$ cat src/rtl/anabellek_hakem.sv
// Main-memory port arbiter between the fetch (getir) and data (bellek) cache controllers.
// Optional round-robin arbitration when HAKEM_DONUSUMLU_EN is defined; fixed bellek-over-getir priority otherwise.
module anabellek_hakem #(
   parameter int unsigned ADRES_BIT   = 32,
   parameter int unsigned OBEK_BIT    = 128,
   parameter int unsigned ZAMAN_ASIMI = 64
) (
   input  logic                 clk_i,
   input  logic                 rst_i,
   input  logic                 getir_istek_i,
   input  logic [ADRES_BIT-1:0] getir_adres_i,
   output logic                 getir_musait_o,
   output logic                 getir_veri_hazir_o,
   output logic [OBEK_BIT-1:0]  getir_obek_o,
   input  logic                 bellek_istek_i,
   input  logic [ADRES_BIT-1:0] bellek_adres_i,
   input  logic                 bellek_yaz_i,
   input  logic [OBEK_BIT-1:0]  bellek_yaz_obek_i,
   output logic                 bellek_musait_o,
   output logic                 bellek_veri_hazir_o,
   output logic [OBEK_BIT-1:0]  bellek_obek_o,
   output logic                 anabellek_istek_o,
   output logic [ADRES_BIT-1:0] anabellek_adres_o,
   output logic                 anabellek_oku_o,
   output logic                 anabellek_yaz_o,
   output logic [OBEK_BIT-1:0]  anabellek_yaz_obek_o,
   input  logic                 anabellek_musait_i,
   input  logic                 anabellek_veri_hazir_i,
   input  logic [OBEK_BIT-1:0]  anabellek_obek_i,
   output logic                 zaman_asimi_o
);

   localparam int unsigned SAYAC_BIT = $clog2(ZAMAN_ASIMI);
   localparam logic [SAYAC_BIT-1:0] SON_SAYI = SAYAC_BIT'(ZAMAN_ASIMI - 1);
   localparam logic [OBEK_BIT-1:0] NOP_OBEK = {(OBEK_BIT / 32){32'h0000_0013}};
   localparam logic GETIR  = 1'b0;
   localparam logic BELLEK = 1'b1;

   typedef enum logic [1:0] {BOSTA, ISTEK, YANIT, BITTI} durum_t;

   durum_t                r_durum;
   logic                  r_sahip;
   logic [ADRES_BIT-1:0]  r_adres;
   logic                  r_yaz;
   logic [OBEK_BIT-1:0]   r_yobek;
   logic [SAYAC_BIT-1:0]  r_sayac;
   logic                  r_mem_istek;
   logic                  r_mem_oku;
   logic                  r_mem_yaz;
   logic                  r_musait;
   logic                  r_getir_hazir;
   logic                  r_bellek_hazir;
   logic [OBEK_BIT-1:0]   r_getir_obek;
   logic [OBEK_BIT-1:0]   r_bellek_obek;
   logic                  r_zaman;

   durum_t                w_durum_n;
   logic                  w_sahip_n;
   logic [ADRES_BIT-1:0]  w_adres_n;
   logic                  w_yaz_n;
   logic [OBEK_BIT-1:0]   w_yobek_n;
   logic [SAYAC_BIT-1:0]  w_sayac_n;
   logic [OBEK_BIT-1:0]   w_obek_n;
   logic                  w_zaman_n;
   logic                  w_secim;
   logic                  w_son;

   // Winner selection among current requesters (BELLEK = 1)
`ifdef HAKEM_DONUSUMLU_EN
   always_comb begin
      w_secim = bellek_istek_i;
      if (getir_istek_i && bellek_istek_i)
         w_secim = ~r_sahip;
   end
`else
   always_comb begin
      w_secim = bellek_istek_i;
   end
`endif

   assign w_son = (r_sayac == SON_SAYI);

   // Next-state, next transaction context and completion payload
   always_comb begin
      w_durum_n = r_durum;
      w_sahip_n = r_sahip;
      w_adres_n = r_adres;
      w_yaz_n   = r_yaz;
      w_yobek_n = r_yobek;
      w_sayac_n = r_sayac;
      w_obek_n  = '0;
      w_zaman_n = 1'b0;
      case (r_durum)
         BOSTA: begin
            if (getir_istek_i || bellek_istek_i) begin
               w_sahip_n = w_secim;
               w_adres_n = w_secim ? bellek_adres_i : getir_adres_i;
               w_yaz_n   = w_secim & bellek_yaz_i;
               w_yobek_n = w_secim ? bellek_yaz_obek_i : '0;
               w_sayac_n = '0;
               w_durum_n = ISTEK;
            end
         end
         ISTEK: begin
            w_sayac_n = r_sayac + SAYAC_BIT'(1);
            if (w_son) begin
               w_durum_n = BITTI;
               w_zaman_n = 1'b1;
               w_obek_n  = (r_sahip == GETIR) ? NOP_OBEK : '0;
            end else if (anabellek_musait_i) begin
               w_durum_n = YANIT;
            end
         end
         YANIT: begin
            w_sayac_n = r_sayac + SAYAC_BIT'(1);
            if (anabellek_veri_hazir_i) begin
               w_durum_n = BITTI;
               w_obek_n  = r_yaz ? '0 : anabellek_obek_i;
            end else if (w_son) begin
               w_durum_n = BITTI;
               w_zaman_n = 1'b1;
               w_obek_n  = (r_sahip == GETIR) ? NOP_OBEK : '0;
            end
         end
         BITTI: begin
            w_durum_n = BOSTA;
         end
         default: begin
            w_durum_n = BOSTA;
         end
      endcase
   end

   // State, context and registered outputs derived from the next state
   always_ff @(posedge clk_i or negedge rst_i) begin
      if (!rst_i) begin
         r_durum        <= BOSTA;
         r_sahip        <= GETIR;
         r_adres        <= '0;
         r_yaz          <= 1'b0;
         r_yobek        <= '0;
         r_sayac        <= '0;
         r_mem_istek    <= 1'b0;
         r_mem_oku      <= 1'b0;
         r_mem_yaz      <= 1'b0;
         r_musait       <= 1'b0;
         r_getir_hazir  <= 1'b0;
         r_bellek_hazir <= 1'b0;
         r_getir_obek   <= '0;
         r_bellek_obek  <= '0;
         r_zaman        <= 1'b0;
      end else begin
         r_durum        <= w_durum_n;
         r_sahip        <= w_sahip_n;
         r_adres        <= w_adres_n;
         r_yaz          <= w_yaz_n;
         r_yobek        <= w_yobek_n;
         r_sayac        <= w_sayac_n;
         r_mem_istek    <= (w_durum_n == ISTEK);
         r_mem_oku      <= (w_durum_n == ISTEK) & ~w_yaz_n;
         r_mem_yaz      <= (w_durum_n == ISTEK) & w_yaz_n;
         r_musait       <= (w_durum_n == BOSTA);
         r_getir_hazir  <= (w_durum_n == BITTI) & (w_sahip_n == GETIR);
         r_bellek_hazir <= (w_durum_n == BITTI) & (w_sahip_n == BELLEK);
         r_getir_obek   <= (w_sahip_n == GETIR)  ? w_obek_n : '0;
         r_bellek_obek  <= (w_sahip_n == BELLEK) ? w_obek_n : '0;
         r_zaman        <= w_zaman_n;
      end
   end

   assign getir_musait_o       = r_musait;
   assign bellek_musait_o      = r_musait;
   assign getir_veri_hazir_o   = r_getir_hazir;
   assign bellek_veri_hazir_o  = r_bellek_hazir;
   assign getir_obek_o         = r_getir_obek;
   assign bellek_obek_o        = r_bellek_obek;
   assign anabellek_istek_o    = r_mem_istek;
   assign anabellek_adres_o    = r_adres;
   assign anabellek_oku_o      = r_mem_oku;
   assign anabellek_yaz_o      = r_mem_yaz;
   assign anabellek_yaz_obek_o = r_yobek;
   assign zaman_asimi_o        = r_zaman;

endmodule

$ cat config.mk
export PLATFORM = sky130hd
export DESIGN_NAME = anabellek_hakem
export DESIGN_NICKNAME = d
export VERILOG_FILES = /design/src/rtl/anabellek_hakem.sv
export SDC_FILE = /design/constraint.sdc
export NUM_CORES = 1
export LEC_CHECK = 0
export ABC_CLOCK_PERIOD_IN_PS = 5300
export CORE_AREA = 10 10 282 284
export DETAILED_ROUTE_END_ITERATION = 10
export DIE_AREA = 0 0 292 294
export GPL_TIMING_DRIVEN = 0
export SETUP_SLACK_MARGIN = 0.05
export SLEW_MARGIN = 20
export SYNTH_ARGS = -nofsm -noshare
export SYNTH_HDL_FRONTEND = slang
export SYNTH_SLANG_ARGS = --single-unit
$ cat constraint.sdc
create_clock -name clk_i -period 5.3 [get_ports clk_i]
set_input_delay 1.06 -clock clk_i [delete_from_list [all_inputs] [get_ports clk_i]]
set_output_delay 1.06 -clock clk_i [all_outputs]
set_load 0.03 [all_outputs]
* Word level (Yosys, flattened, before mapping)
Index checks and enable logic that the tools add are counted.
W data, S select, Z words.
** Word-level totals
- Register bits after elaboration :: 433
- Input bits :: 327
- Output and inout port bits :: 424
- Logic and storage cells :: 61
** Operators by class
- Add/subtract/negate cells :: 1
- Eq/ne operators :: 7
- Mux-type cells :: 24
- Bitwise gates (word level) :: 7
- Reduce and logical (&&, ||, !) cells :: 7
** Operator list (number)
- $mux W128 :: 5
- $pmux W128 S2 :: 1
- $mux W101 :: 2
- $mux W32 :: 1
- $pmux W6 S2 :: 1
- $mux W2 :: 5
- $pmux W2 S4 :: 1
- $add A6 B1 Y6 const B :: 1
- $eq A2 B2 Y1 const B :: 3
- $eq A6 B6 Y1 const B :: 1
- $mux W1 :: 6
- $mux W6 :: 1
- $and A1 B1 Y1 :: 5
- $eq A2 B1 Y1 const B :: 2
- $logic_not A2 Y1 :: 2
- $reduce_and A2 Y1 :: 2
- $ne A2 B2 Y1 const B :: 1
- $not A1 Y1 :: 2
- $pmux W1 S2 :: 1
- $reduce_bool A2 Y1 :: 1
- $reduce_or A2 Y1 :: 1
- $logic_or A1 B1 Y1 :: 1

* Longest topological paths before layout
Gate-level depths: netlist of the first run.
- Depth after elaboration :: 6
- Mapped depth :: 10
- Mapped depth without buffers :: 7

* Worst setup path after synthesis of the first run
No wires, ideal clock.
- Path kind :: input port to flip-flop
- From :: input port bellek_istek_i
- To :: register r_sayac[4]
- Library setup time :: 0.121 ns
- Arrival :: 2.159 ns
- Required time :: 5.179 ns
- Slack :: 3.020 ns
- Stages on the path :: 6
- Path buffers :: 2
- Path through :: buf_6 -> or3b_1 -> buf_2 -> nor3b_1 -> a21o_1 -> a22o_1
** Between the ends
- Word-level cells in the longest chain between the ends :: 3
** Ends and longest elaborated chain
- start: declaration :: line 15 : input logic bellek_istek_i,
- $logic_or A1 B1 Y1 :: line 95 : if (getir_istek_i || bellek_istek_i) begin
- $ne A2 B2 Y1 (no source line)
- $reduce_and A2 Y1 (no source line)
- end signal: assignment :: line 158 : r_sayac <= w_sayac_n;
- end: declaration :: line 46 : logic [SAYAC_BIT-1:0] r_sayac;
No other way between the ends.
A chain may end at the register's enable or synchronous reset.

* Worst setup path in the final report of the first run
- From :: register r_bellek_obek[12], in the netlist bellek_obek_o[12]
- To :: output port bellek_obek_o[12]
** RTL lines
- start: declaration :: line 54 : logic [OBEK_BIT-1:0] r_bellek_obek;
- start signal: assignment :: line 166 : r_bellek_obek <= (w_sahip_n == BELLEK) ? w_obek_n : '0;
- end: declaration :: line 21 : output logic [OBEK_BIT-1:0] bellek_obek_o,
No word-level cell between the ends.

==> metrics.md, run 1 <==
| Metric | Value |
|---|---|
| Pwr dens | `506 mW/mm^2` |
| Reg-to-reg endpoint | `getir_obek_o[87]$_DFF_PN0_` |
| DIE WIDTH | `292 um` |
| Critical Path Stages | `1` |
| Max VDD drop | `0.276 mV` |
| Setup slack after placement | `1.67 ns` |
| Max Cap Viol | `0` |
| Hold crit path type | `primary input to async pin` |
| Critical Path Max Stage Delay | `0.97 ns` |
| Most frequent cell after synthesis | `dfrtp_1` |
| Top cells by count, synth | `dfrtp_1, nor2_1, nand2_1, a22o_1, buf_2` |
| Num CTS Buffers | `48` |
| Post-CTS Hold Buffers | `0` |
| Worst-Skew Late Latency | `0.59 ns` |
| Port Buf Inserts | `749` |
| CTS Root Cell | `clkbuf_16` |
| Netlist cell types | `37` |
| TritonCTS Sinks | `433` |
| RSZ-0062 raised after global routing | `false` |
| Slew headroom | `38.3%` |
| Crit-path slowest cell | `clkdlybuf4s50_1` |
| Bufs and invs on worst path | `1` |
| Final min period | `2.96 ns` |
| Hpwl dp | `52000 um` |
| Resize count post-CTS | `0` |
| Tot Pwr | `0.0129 W` |
| Number of vias per cell | `4.13` |
| Max Root-Sink Buffers | `3` |
| DRT antenna net count | `0` |
| Worst Tran Pin Value | `0.926 ns` |
| Leading area contributor after synthesis | `dfrtp_1` |
| Post-synth EDFFs | `0` |
| Synth warn | `0` |
| Synth Area per Inst | `12.3 um^2` |
| Synth area leaders | `dfrtp_1, a22o_1, nor2_1, nand2_1, mux2i_1` |
| Kind of cell adding the most delay to the critical path | `buffers and inverters` |
| RR Startpoint | `r_durum[0]$_DFF_PN0_` |
| Synthesized instance count | `1220` |
| Endpoint class of the critical path | `output pin` |
| Die ar. | `0.0858 mm^2` |
| R2r setup slk | `2.49 ns` |
| Largest net degree at the start of global routing | `98` |
| Max Freq | `0.338 GHz` |
| Worst Path Class, Setup | `flop to output pin` |
| Share of layout cells above drive strength 1 | `6.95%` |
| Area Growth Syn to Fin | `69.6%` |
| Critical path arrival | `1.90 ns` |
| Initial DRC Count | `499` |
| Vias | `12506` |
| Grt ovf | `0` |
| H-tree Lvls | `2` |
| Area share of the largest cell type after synthesis | `72.2%` |
| DRC violations left | `0` |
| Fin. Hold Viols | `0` |
| First drt pass iteration count | `4` |
| Row cnt | `100` |
| TritonCTS clock tree | `yes` |
| Status | `completed` |
| GRT Total Usage | `14.6%` |
| Initial antenna violation count | `7` |
| Final Skew | `0.0270 ns` |
| IO Count | `751` |
| Post-synthesis sequential area ratio | `72.2%` |
| Period utilisation layout | `55.8%` |
| Post-Syn Nets | `1552` |
| Setup-failing EPs final | `0` |
| CP startpoint | `bellek_obek_o[12]$_DFF_PN0_` |
| Max-slew violations | `0` |
| Post-synth top flop | `dfrtp_1` |
| Setup ws final | `2.34 ns` |
| Post-CTS Setup Bufs | `0` |
| Crit-path cells | `clkdlybuf4s50_1` |
| CP max FO | `1` |
| Final Net Count | `2355` |
| Worst path required time | `4.24 ns` |
| FF+latch count, synth | `433` |
| Chip height | `294 um` |
| Routed WL | `65300 um` |
| First-pass GRT wire length | `94600 um` |
| Asr flop ratio synth | `100%` |
| Clock transition at path regs | `0.06 ns` |
| Crit path launch type | `flop` |
| Drt wl/cell | `21.5 um` |
| Placeable Area | `0.0739 mm^2` |
| Post-Syn Area | `0.0150 mm^2` |
| Initial Util | `20.3%` |
| Leak Pwr | `11.4 nW` |
| GP Congestion | `0.877` |
| R2R cell count | `9` |
| Vias in the first global route | `13907` |
[routing by layer]
metal	part of all wire, %	track usage, %
met3	11	6.71
met4	3.9	6.32
met1	36	15.0
met5	0.046	0
met2	50	25.3
[worst max path at each step]
stage | end
floorplan | r_sayac[4]$_DFFE_PN0P_
global placement | anabellek_yaz_obek_o[104]$_DFFE_PN0P_
detailed placement | getir_obek_o[87]$_DFF_PN0_
CTS | bellek_obek_o[12]
global route | getir_obek_o[87]$_DFF_PN0_
finish | bellek_obek_o[12]
[where the power goes]
group / leakage (nW) / switching (W) / internal [W]
sequential: 5.82 / 0.000390 / 0.00394
combinational: 4.75 / 0.00320 / 0.00194
clock: 0.782 / 0.00137 / 0.00203
[through the flow]
| stage | area, um^2 | instances | setup TNS [ns] | utilization, % | hold slack (ns) |
|---|---|---|---|---|---|
| 6_report | 25400 | 3031 | 0 | 34.4 | 0.415 |
| 3_3_place_gp | 23700 | 2938 | -6625.55 | 32.1 | 0.468 |
| 2_1_floorplan | 15000 | 1220 | 0 | - | 0.477 |
| 4_1_cts | 25400 | 3026 | 0 | 34.4 | 0.393 |
| 3_5_place_dp | 23800 | 2942 | 0 | 32.2 | 0.471 |
| 5_1_grt | 25400 | 3030 | 0 | 34.4 | 0.413 |
[layout make-up]
type | instances | area (um^2)
fill | 7361 | 48500
sequential | 433 | 10800
timing repair buffer | 753 | 7610
multi-input combinational | 684 | 3700
clock buffer | 67 | 1360
tap | 969 | 1210
buffer | 88 | 418
clock inverter | 17 | 238
inverter | 15 | 56.3
antenna | 5 | 12.5
[sequential cells by signal, indices dropped and copies added (netlist names)]
| register | cells |
|---|---|
| anabellek_yaz_o | 1 |
| anabellek_yaz_obek_o | 128 |
| r_sayac | 6 |
| r_yaz | 1 |
| r_durum | 2 |
| r_sahip | 1 |
| bellek_veri_hazir_o | 1 |
| getir_obek_o | 128 |
| bellek_musait_o | 1 |
| zaman_asimi_o | 1 |
| anabellek_adres_o | 32 |
| bellek_obek_o | 128 |
| anabellek_oku_o | 1 |
| anabellek_istek_o | 1 |
| getir_veri_hazir_o | 1 |
[kinds of logic after synthesis]
family | share of synthesized area (%)
AND/OR/NAND/NOR | 11.7
flip-flops | 72.2
adder cells (fa/ha/maj) | 0.417
multiplexers | 2.27
AO/OA/AOI/OAI | 10.3
buffers and inverters | 3.16
[cells in the final DEF (no fill, tap or decap), types with 4 or more instances in the layout]
cell type / Yosys / final
buf_16: 0 / 4
clkinv_2: 0 / 6
diode_2: 0 / 5
clkbuf_8: 0 / 9
inv_1: 15 / 15
nor3_1: 5 / 5
bufinv_16: 0 / 5
nor3b_1: 4 / 4
o22ai_1: 10 / 10
clkdlybuf4s50_1: 0 / 748
buf_1: 4 / 4
clkbuf_1: 21 / 31
buf_2: 61 / 61
a22o_1: 132 / 132
nand2_1: 160 / 160
o21ai_0: 34 / 34
mux2i_1: 34 / 34
dfrtp_1: 433 / 433
ha_1: 5 / 5
a21oi_1: 12 / 12
nor2_1: 263 / 263
clkbuf_16: 0 / 48
Power figures use the tool's default switching activity.
==> run 2: changes to the inputs <==
ABC_CLOCK_PERIOD_IN_PS = 2700   (was 5300)
clock period = 2.7 ns   (was 5.3 ns; I/O delays follow)
==> run 2 against run 1 <==
Against the previous run: non-clock buffer count increased by 3; setup slack got worse by 2.1 ns; die area unchanged; design area increased by 0.33%; worst hold slack got worse by 0.058 ns; critical path depth increased by 8; first-iteration DRC count decreased by 2.8%; combinational power increased by 98%; flip-flop and latch count unchanged; power increased by 97%; global-route usage unchanged; highest routed layer unchanged.
==> metrics.md, run 2 (synthesis results as in run 1) <==
| Metric | Value |
|---|---|
| Initial Util | `20.3% (unchanged)` |
| Bufs and invs on worst path | `5 (+4)` |
| Initial DRC Count | `485 (-2.8%)` |
| Placeable Area | `0.0739 mm^2 (unchanged)` |
| Setup-failing EPs final | `0 (unchanged)` |
| Max Freq | `0.409 GHz` |
| Vias | `12526 (+0.16%)` |
| Period utilisation layout | `90.5%` |
| TritonCTS clock tree | `yes` |
| Largest net degree at the start of global routing | `98 (unchanged)` |
| Pwr dens | `992 mW/mm^2 (+96%)` |
| IO Count | `751 (unchanged)` |
| Number of vias per cell | `4.13 (about the same)` |
| Final Skew | `0.0278 ns (+0.000839 ns)` |
| Crit-path slowest cell | `dfrtp_1` |
| Slew headroom | `44.4% (+6.1 points)` |
| Worst path required time | `3.17 ns (-1.07 ns)` |
| Num CTS Buffers | `48 (unchanged)` |
| R2R cell count | `9 (unchanged)` |
| Port Buf Inserts | `749 (unchanged)` |
| Drt wl/cell | `21.5 um (about the same)` |
| Worst Path Class, Setup | `flop to flop` |
| Worst-Skew Late Latency | `0.59 ns (about the same)` |
| CTS Root Cell | `clkbuf_16` |
| Crit-path cells | `inv_1, ha_1, buf_2, and2_1, a21oi_2, inv_1, buf_4, clkbuf_2, nor2_1` |
| Chip height | `294 um (unchanged)` |
| Final non-filler cell total | `3033 (+0.066%)` |
| Net Sw Frac | `38.5% (-0.081 points)` |
| Final Net Count | `2358 (+0.13%)` |
| DRT antenna net count | `0 (unchanged)` |
| Row cnt | `100 (unchanged)` |
| Combinational share of power | `40.1% (+0.2 points)` |
| Hold crit path type | `primary input to flop` |
| Cell area after layout | `0.0255 mm^2 (+0.33%)` |
| Share of layout cells above drive strength 1 | `7.52% (+0.57 points)` |
| Final min period | `2.44 ns` |
| Initial antenna violation count | `6 (-1)` |
| Setup TNS | `0 ns (unchanged)` |
| Critical Path Stages | `9 (+8)` |
| First-pass GRT wire length | `94600 um (about the same)` |
| Worst path most repeated cell | `inv_1` |
| DRC violations left | `0 (unchanged)` |
| Internal | `0.0156 W (+97%)` |
| GRT Total Usage | `14.6% (unchanged)` |
| CP max FO | `10 (+9)` |
| Kind of cell adding the most delay to the critical path | `buffers and inverters` |
| Crit path launch type | `flop` |
| Clock transition at path regs | `0.06 ns (about the same)` |
| GP Congestion | `0.877 (unchanged)` |
| Utilization after layout | `34.5% (+0.11 points)` |
| Critical Path Max Stage Delay | `0.42 ns (-0.55 ns)` |
| Die ar. | `0.0858 mm^2 (unchanged)` |
| TritonCTS Sinks | `433 (unchanged)` |
| Area Growth Syn to Fin | `70.1%` |
| Critical path arrival | `2.92 ns (+1.02 ns)` |
| Max Root-Sink Buffers | `3 (unchanged)` |
| Max-slew violations | `0 (unchanged)` |
| Status | `completed` |
| Fin. Hold Viols | `0 (unchanged)` |
| Hpwl dp | `52000 um (unchanged)` |
| Placement Cell Area | `0.0238 mm^2 (unchanged)` |
| Hold Path Stages | `3` |
| Placed Cells incl. Taps | `2942 (unchanged)` |
| Routed WL | `65300 um (about the same)` |
| Worst Tran Pin Value | `0.834 ns (-0.0919 ns)` |
| DIE WIDTH | `292 um (unchanged)` |
| Commonest non-fill, non-tap cell in the layout | `clkdlybuf4s50_1` |
| Endpoint class of the critical path | `flop` |
| Vias in the first global route | `13911 (+0.029%)` |
| Leak Pwr | `11.4 nW (+0.45%)` |
| Max Cap Viol | `0 (unchanged)` |
| Clock power frac | `26.4% (about the same)` |
| NetSw | `0.00975 W (+96%)` |
| Sequential power share | `33.5% (about the same)` |
| Max VDD drop | `0.545 mV (+97%)` |
| RSZ-0062 raised after global routing | `true` |
| H-tree Lvls | `2 (unchanged)` |
| Grt ovf | `0 (unchanged)` |
| Commonest cells after routing, fill and taps aside | `clkdlybuf4s50_1, dfrtp_1, nor2_1` |
| First drt pass iteration count | `6 (+2)` |
[run 2: power groups by stage]
stage | combinational [W] | sequential (W) | clock (W)
floorplan | 0.00306 | 0.0108 | 0
global placement | 0.0101 | 0.00857 | 0
detailed placement | 0.0102 | 0.00858 | 0
CTS | 0.0103 | 0.00849 | 0.00687
global route | 0.0108 | 0.00863 | 0.00714
finish | 0.0102 | 0.00849 | 0.00668
[run 2: worst register-to-register path, cell delays in order, from the launching register on]
cell	delay, ns
dfrtp_1	0.42
inv_1	0.11
ha_1	0.22
buf_2	0.17
and2_1	0.28
a21oi_2	0.27
inv_1	0.09
buf_4	0.21
clkbuf_2	0.29
nor2_1	0.30
[run 2: layout make-up]
type / instances / area, um^2
Fill cell: 7353 / 48400
Sequential cell: 433 / 10800
Timing Repair Buffer: 756 / 7660
Multi-Input combinational cell: 684 / 3700
Clock buffer: 67 / 1360
Tap cell: 969 / 1210
Buffer: 88 / 450
Clock inverter: 17 / 238
Inverter: 15 / 56.3
Antenna cell: 4 / 10.0
[run 2: final timing paths]
kind / from / slack [ns] / to
max: r_durum[0]$_DFF_PN0_ / 0.26 / getir_obek_o[87]$_DFF_PN0_
min: bellek_istek_i / 0.36 / anabellek_adres_o[31]$_DFFE_PN0P_
max reg2reg: r_durum[0]$_DFF_PN0_ / 0.26 / getir_obek_o[87]$_DFF_PN0_
min reg2reg: anabellek_adres_o[13]$_DFFE_PN0P_ / 0.48 / anabellek_adres_o[13]$_DFFE_PN0P_
max in group asynchronous: rst_i / 0.78 / anabellek_yaz_obek_o[96]$_DFFE_PN0P_
min in group asynchronous: rst_i / 0.49 / bellek_obek_o[56]$_DFF_PN0_
[run 2: metrics by stage]
step | total power (W) | setup slack, ns | hold slack (ns)
CTS | 0.0257 | 0.0638 | 0.321
finish | 0.0253 | 0.256 | 0.357
global placement | 0.0187 | -17.50 | 0.468
floorplan | 0.0138 | 0.888 | 0.244
detailed placement | 0.0188 | -0.407 | 0.471
global route | 0.0266 | 0.0450 | 0.361
[run 2: per-layer routing]
| metal | GRT usage (%) | part of all wire, % |
|---|---|---|
| met3 | 6.71 | 11 |
| met4 | 6.32 | 3.9 |
| met1 | 15.0 | 36 |
| met5 | 0 | 0.046 |
| met2 | 25.3 | 50 |
[run 2: what timing repair did]
item,4_1_cts,5_1_grt
setup buffers,0,2
hold buffers,1,0
setup endpoints to repair,56,150
hold endpoints to repair,61,0
gates resized for setup,6,19
==> run 3: changes to the inputs <==
ABC_AREA = 1   (was default)
CAP_MARGIN = 25   (was default)
CORE_AREA = 10 10 285 287   (was 10 10 282 284)
DIE_AREA = 0 0 295 297   (was 0 0 292 294)
==> run 3 against run 2 <==
Against the previous run: sequential power up 3.1%; routed wire length up 6.4%; design area up 0.83%; core utilization down 0.41 points; global-route usage up 0.66 points; flip-flop and latch count unchanged; count of clock-buffer cells in the layout up 3; die area up 2.1%; cell count up 4.1%; worst hold slack better by 0.13 ns; critical path type unchanged; largest cell class unchanged.
==> metrics.md, run 3 <==
| Metric | Value |
|---|---|
| Commonest non-fill, non-tap cell in the layout | `clkdlybuf4s50_1` |
| Synth area leaders | `dfrtp_1, a22o_1, nor2_1, nand3_1, nand2_1` |
| GP Congestion | `0.889 (+1.4%)` |
| Chip height | `297 um (+1.0%)` |
| Tot Pwr | `0.0273 W (+7.9%)` |
| Crit-path slowest cell | `dfrtp_1` |
| DRT antenna net count | `0 (unchanged)` |
| Worst Path Class, Setup | `flop to flop` |
| CTS Root Cell | `clkbuf_16` |
| Netlist cell types | `24 (-35%)` |
| Max Cap Viol | `0 (unchanged)` |
| Post-CTS Setup Bufs | `0 (unchanged)` |
| Max Root-Sink Buffers | `3 (unchanged)` |
| Slew headroom | `52.0% (+7.6 points)` |
| Share of layout cells above drive strength 1 | `7.54% (+0.012 points)` |
| Number of vias per cell | `4.27 (+3.3%)` |
| DIE WIDTH | `295 um (+1.0%)` |
| Initial Util | `20.3% (+0.047 points)` |
| Vias | `13468 (+7.5%)` |
| Routed WL | `69500 um (+6.4%)` |
| Placement Cell Area | `0.0242 mm^2 (+1.5%)` |
| Final Net Count | `2476 (+5.0%)` |
| Asr flop ratio synth | `100% (unchanged)` |
| Num CTS Buffers | `49 (+2.1%)` |
| Clock transition at path regs | `0.07 ns (about the same)` |
| Pwr dens | `1060 mW/mm^2 (+7.1%)` |
| Area share of the largest cell type after synthesis | `70.6% (-1.6 points)` |
| Worst path required time | `3.15 ns (-0.02 ns)` |
| Port Buf Inserts | `750 (+0.13%)` |
| RSZ-0062 raised after global routing | `false` |
| Setup TNS | `0 ns (unchanged)` |
| TritonCTS clock tree | `yes` |
| Post-synth top flop | `dfrtp_1` |
| Endpoint class of the critical path | `flop` |
| Synth warn | `0 (unchanged)` |
| Max Freq | `0.415 GHz (+1.4%)` |
| Critical Path Max Stage Delay | `0.42 ns (about the same)` |
| Status | `completed` |
| Post-synth EDFFs | `0 (unchanged)` |
| Fin. Hold Viols | `0 (unchanged)` |
| Setup-failing EPs final | `0 (unchanged)` |
| Utilization after layout | `34.1% (-0.41 points)` |
| Die ar. | `0.0876 mm^2 (+2.1%)` |
| Initial antenna violation count | `6 (unchanged)` |
| Final min period | `2.41 ns (-0.0335 ns)` |
| Post-synthesis sequential area ratio | `70.6% (-1.6 points)` |
| Worst Tran Pin Value | `0.720 ns (-0.114 ns)` |
| Post-Syn Nets | `1670 (+7.6%)` |
| Max-slew violations | `0 (unchanged)` |
| Row cnt | `101 (+1.0%)` |
| Drt wl/cell | `22.0 um (+2.3%)` |
| Final Skew | `0.0218 ns (-0.00603 ns)` |
| Crit path launch type | `flop` |
| Worst-Skew Late Latency | `0.59 ns (about the same)` |
| Top cells by count, synth | `dfrtp_1, nor2_1, nand3_1, a22o_1, nand2_1` |
| Final non-filler cell total | `3157 (+4.1%)` |
| TritonCTS Sinks | `433 (unchanged)` |
| Synthesized instance count | `1338 (+9.7%)` |
| IO Count | `751 (unchanged)` |
| Worst path most repeated cell | `buf_2` |
| Initial DRC Count | `742 (+53%)` |
| Critical path arrival | `2.86 ns (-0.06 ns)` |
| Leading area contributor after synthesis | `dfrtp_1` |
| Cell area after layout | `0.0257 mm^2 (+0.83%)` |
| Crit-path cells | `inv_1, ha_1, buf_2, nand2_1, inv_1, a21oi_2, buf_2, buf_2, nor2_1` |
| Most frequent cell after synthesis | `dfrtp_1` |
| Commonest cells after routing, fill and taps aside | `clkdlybuf4s50_1, dfrtp_1, nor2_1` |
| Vias in the first global route | `14538 (+4.5%)` |
| GRT Total Usage | `15.3% (+0.66 points)` |
| Hold crit path type | `flop to flop` |
| Post-Syn Area | `0.0153 mm^2 (+2.3%)` |
| First drt pass iteration count | `7 (+1)` |
| Area Growth Syn to Fin | `67.7%` |
| Placed Cells incl. Taps | `3070 (+4.4%)` |
| H-tree Lvls | `2 (unchanged)` |
| Synth Area per Inst | `11.5 um^2 (-6.8%)` |
| DRC violations left | `0 (unchanged)` |
| Largest net degree at the start of global routing | `98 (unchanged)` |
| Period utilisation layout | `89.3% (-1.2 points)` |
| Max VDD drop | `0.598 mV (+9.7%)` |
| Hpwl dp | `55000 um (+5.9%)` |
| Leak Pwr | `11.5 nW (+1.1%)` |
| Placeable Area | `0.0754 mm^2 (+2.0%)` |
| Grt ovf | `0 (unchanged)` |
| First-pass GRT wire length | `100000 um (+5.7%)` |
| FF+latch count, synth | `433 (unchanged)` |
| CP max FO | `10 (unchanged)` |
## run 3: metrics by stage
stage,hold slack [ns],worst slack (ns)
after CTS,0.489,0.0876
after global routing,0.513,0.0611
final,0.486,0.289
after global placement,0.471,-17.51
after floorplan,0.244,1.07
after detailed placement,0.478,0.0353
## run 3: per-layer routing
| layer | GRT usage, % | up-vias | share of wire [%] |
|---|---|---|---|
| met5 | 0 | - | 0 |
| met4 | 6.59 | 0 | 4.3 |
| met3 | 4.80 | 144 | 8.8 |
| li1 | - | 6046 | - |
| met1 | 16.9 | 6680 | 37 |
| met2 | 26.5 | 598 | 50 |
## run 3: what timing repair did
action                                 CTS  global route
endpoints found under the hold margin   78             0
setup endpoints to repair                0             5
hold buffers                             1             0
resized for setup                        0             4
## run 3: area by class of cell
type | count | area, um^2
buffer | 104 | 514
clock buffer | 70 | 1400
inverter | 53 | 199
clock inverter | 13 | 133
tap | 978 | 1220
multi-input combinational | 748 | 3800
antenna | 3 | 7.51
timing repair buffer | 755 | 7630
fill | 7548 | 49700
sequential | 433 | 10800
## run 3: kinds of logic (layout without fill, tap and decap cells)
group | after synthesis | in the layout | synth area share, %
xor gates and xnor gates | 1 | 1 | 0.0571
other | 0 | 3 | 0
and+or+nand+nor | 531 | 531 | 14.2
DFF | 433 | 433 | 70.6
adders and majority gates | 5 | 5 | 0.408
buffers and inverters | 157 | 995 | 4.63
AOI/OAI and AO/OA | 211 | 211 | 10.1
## run 3: critical path, delay by kind of cell (launching register included)
family	cells	cell delay (ns)
buffers and inverters	5	1.23
AOI/OAI and AO/OA	1	0.28
DFF	1	0.42
and+or+nand+nor	2	0.16
adders and majority gates	1	0.17
## run 3: worst paths after layout
check | start | endpoint | slack (ns) | depth (start not counted)
worst max-delay path | r_durum[1]$_DFF_PN0_ | bellek_obek_o[9]$_DFF_PN0_ | 0.29 | 9
worst min-delay path | anabellek_adres_o[4]$_DFFE_PN0P_ | anabellek_adres_o[4]$_DFFE_PN0P_ | 0.49 | 2
worst max register to register | r_durum[1]$_DFF_PN0_ | bellek_obek_o[9]$_DFF_PN0_ | 0.29 | 9
worst min register to register | anabellek_adres_o[4]$_DFFE_PN0P_ | anabellek_adres_o[4]$_DFFE_PN0P_ | 0.49 | 2
max in group asynchronous | rst_i | getir_obek_o[1]$_DFF_PN0_ | 0.77 | 4
min in group asynchronous | rst_i | getir_obek_o[71]$_DFF_PN0_ | 0.54 | 2
## run 3: report_power, final
group | switching [W] | internal (W)
combinational | 0.00782 | 0.00429
sequential | 0.000838 | 0.00791
clock | 0.00271 | 0.00376
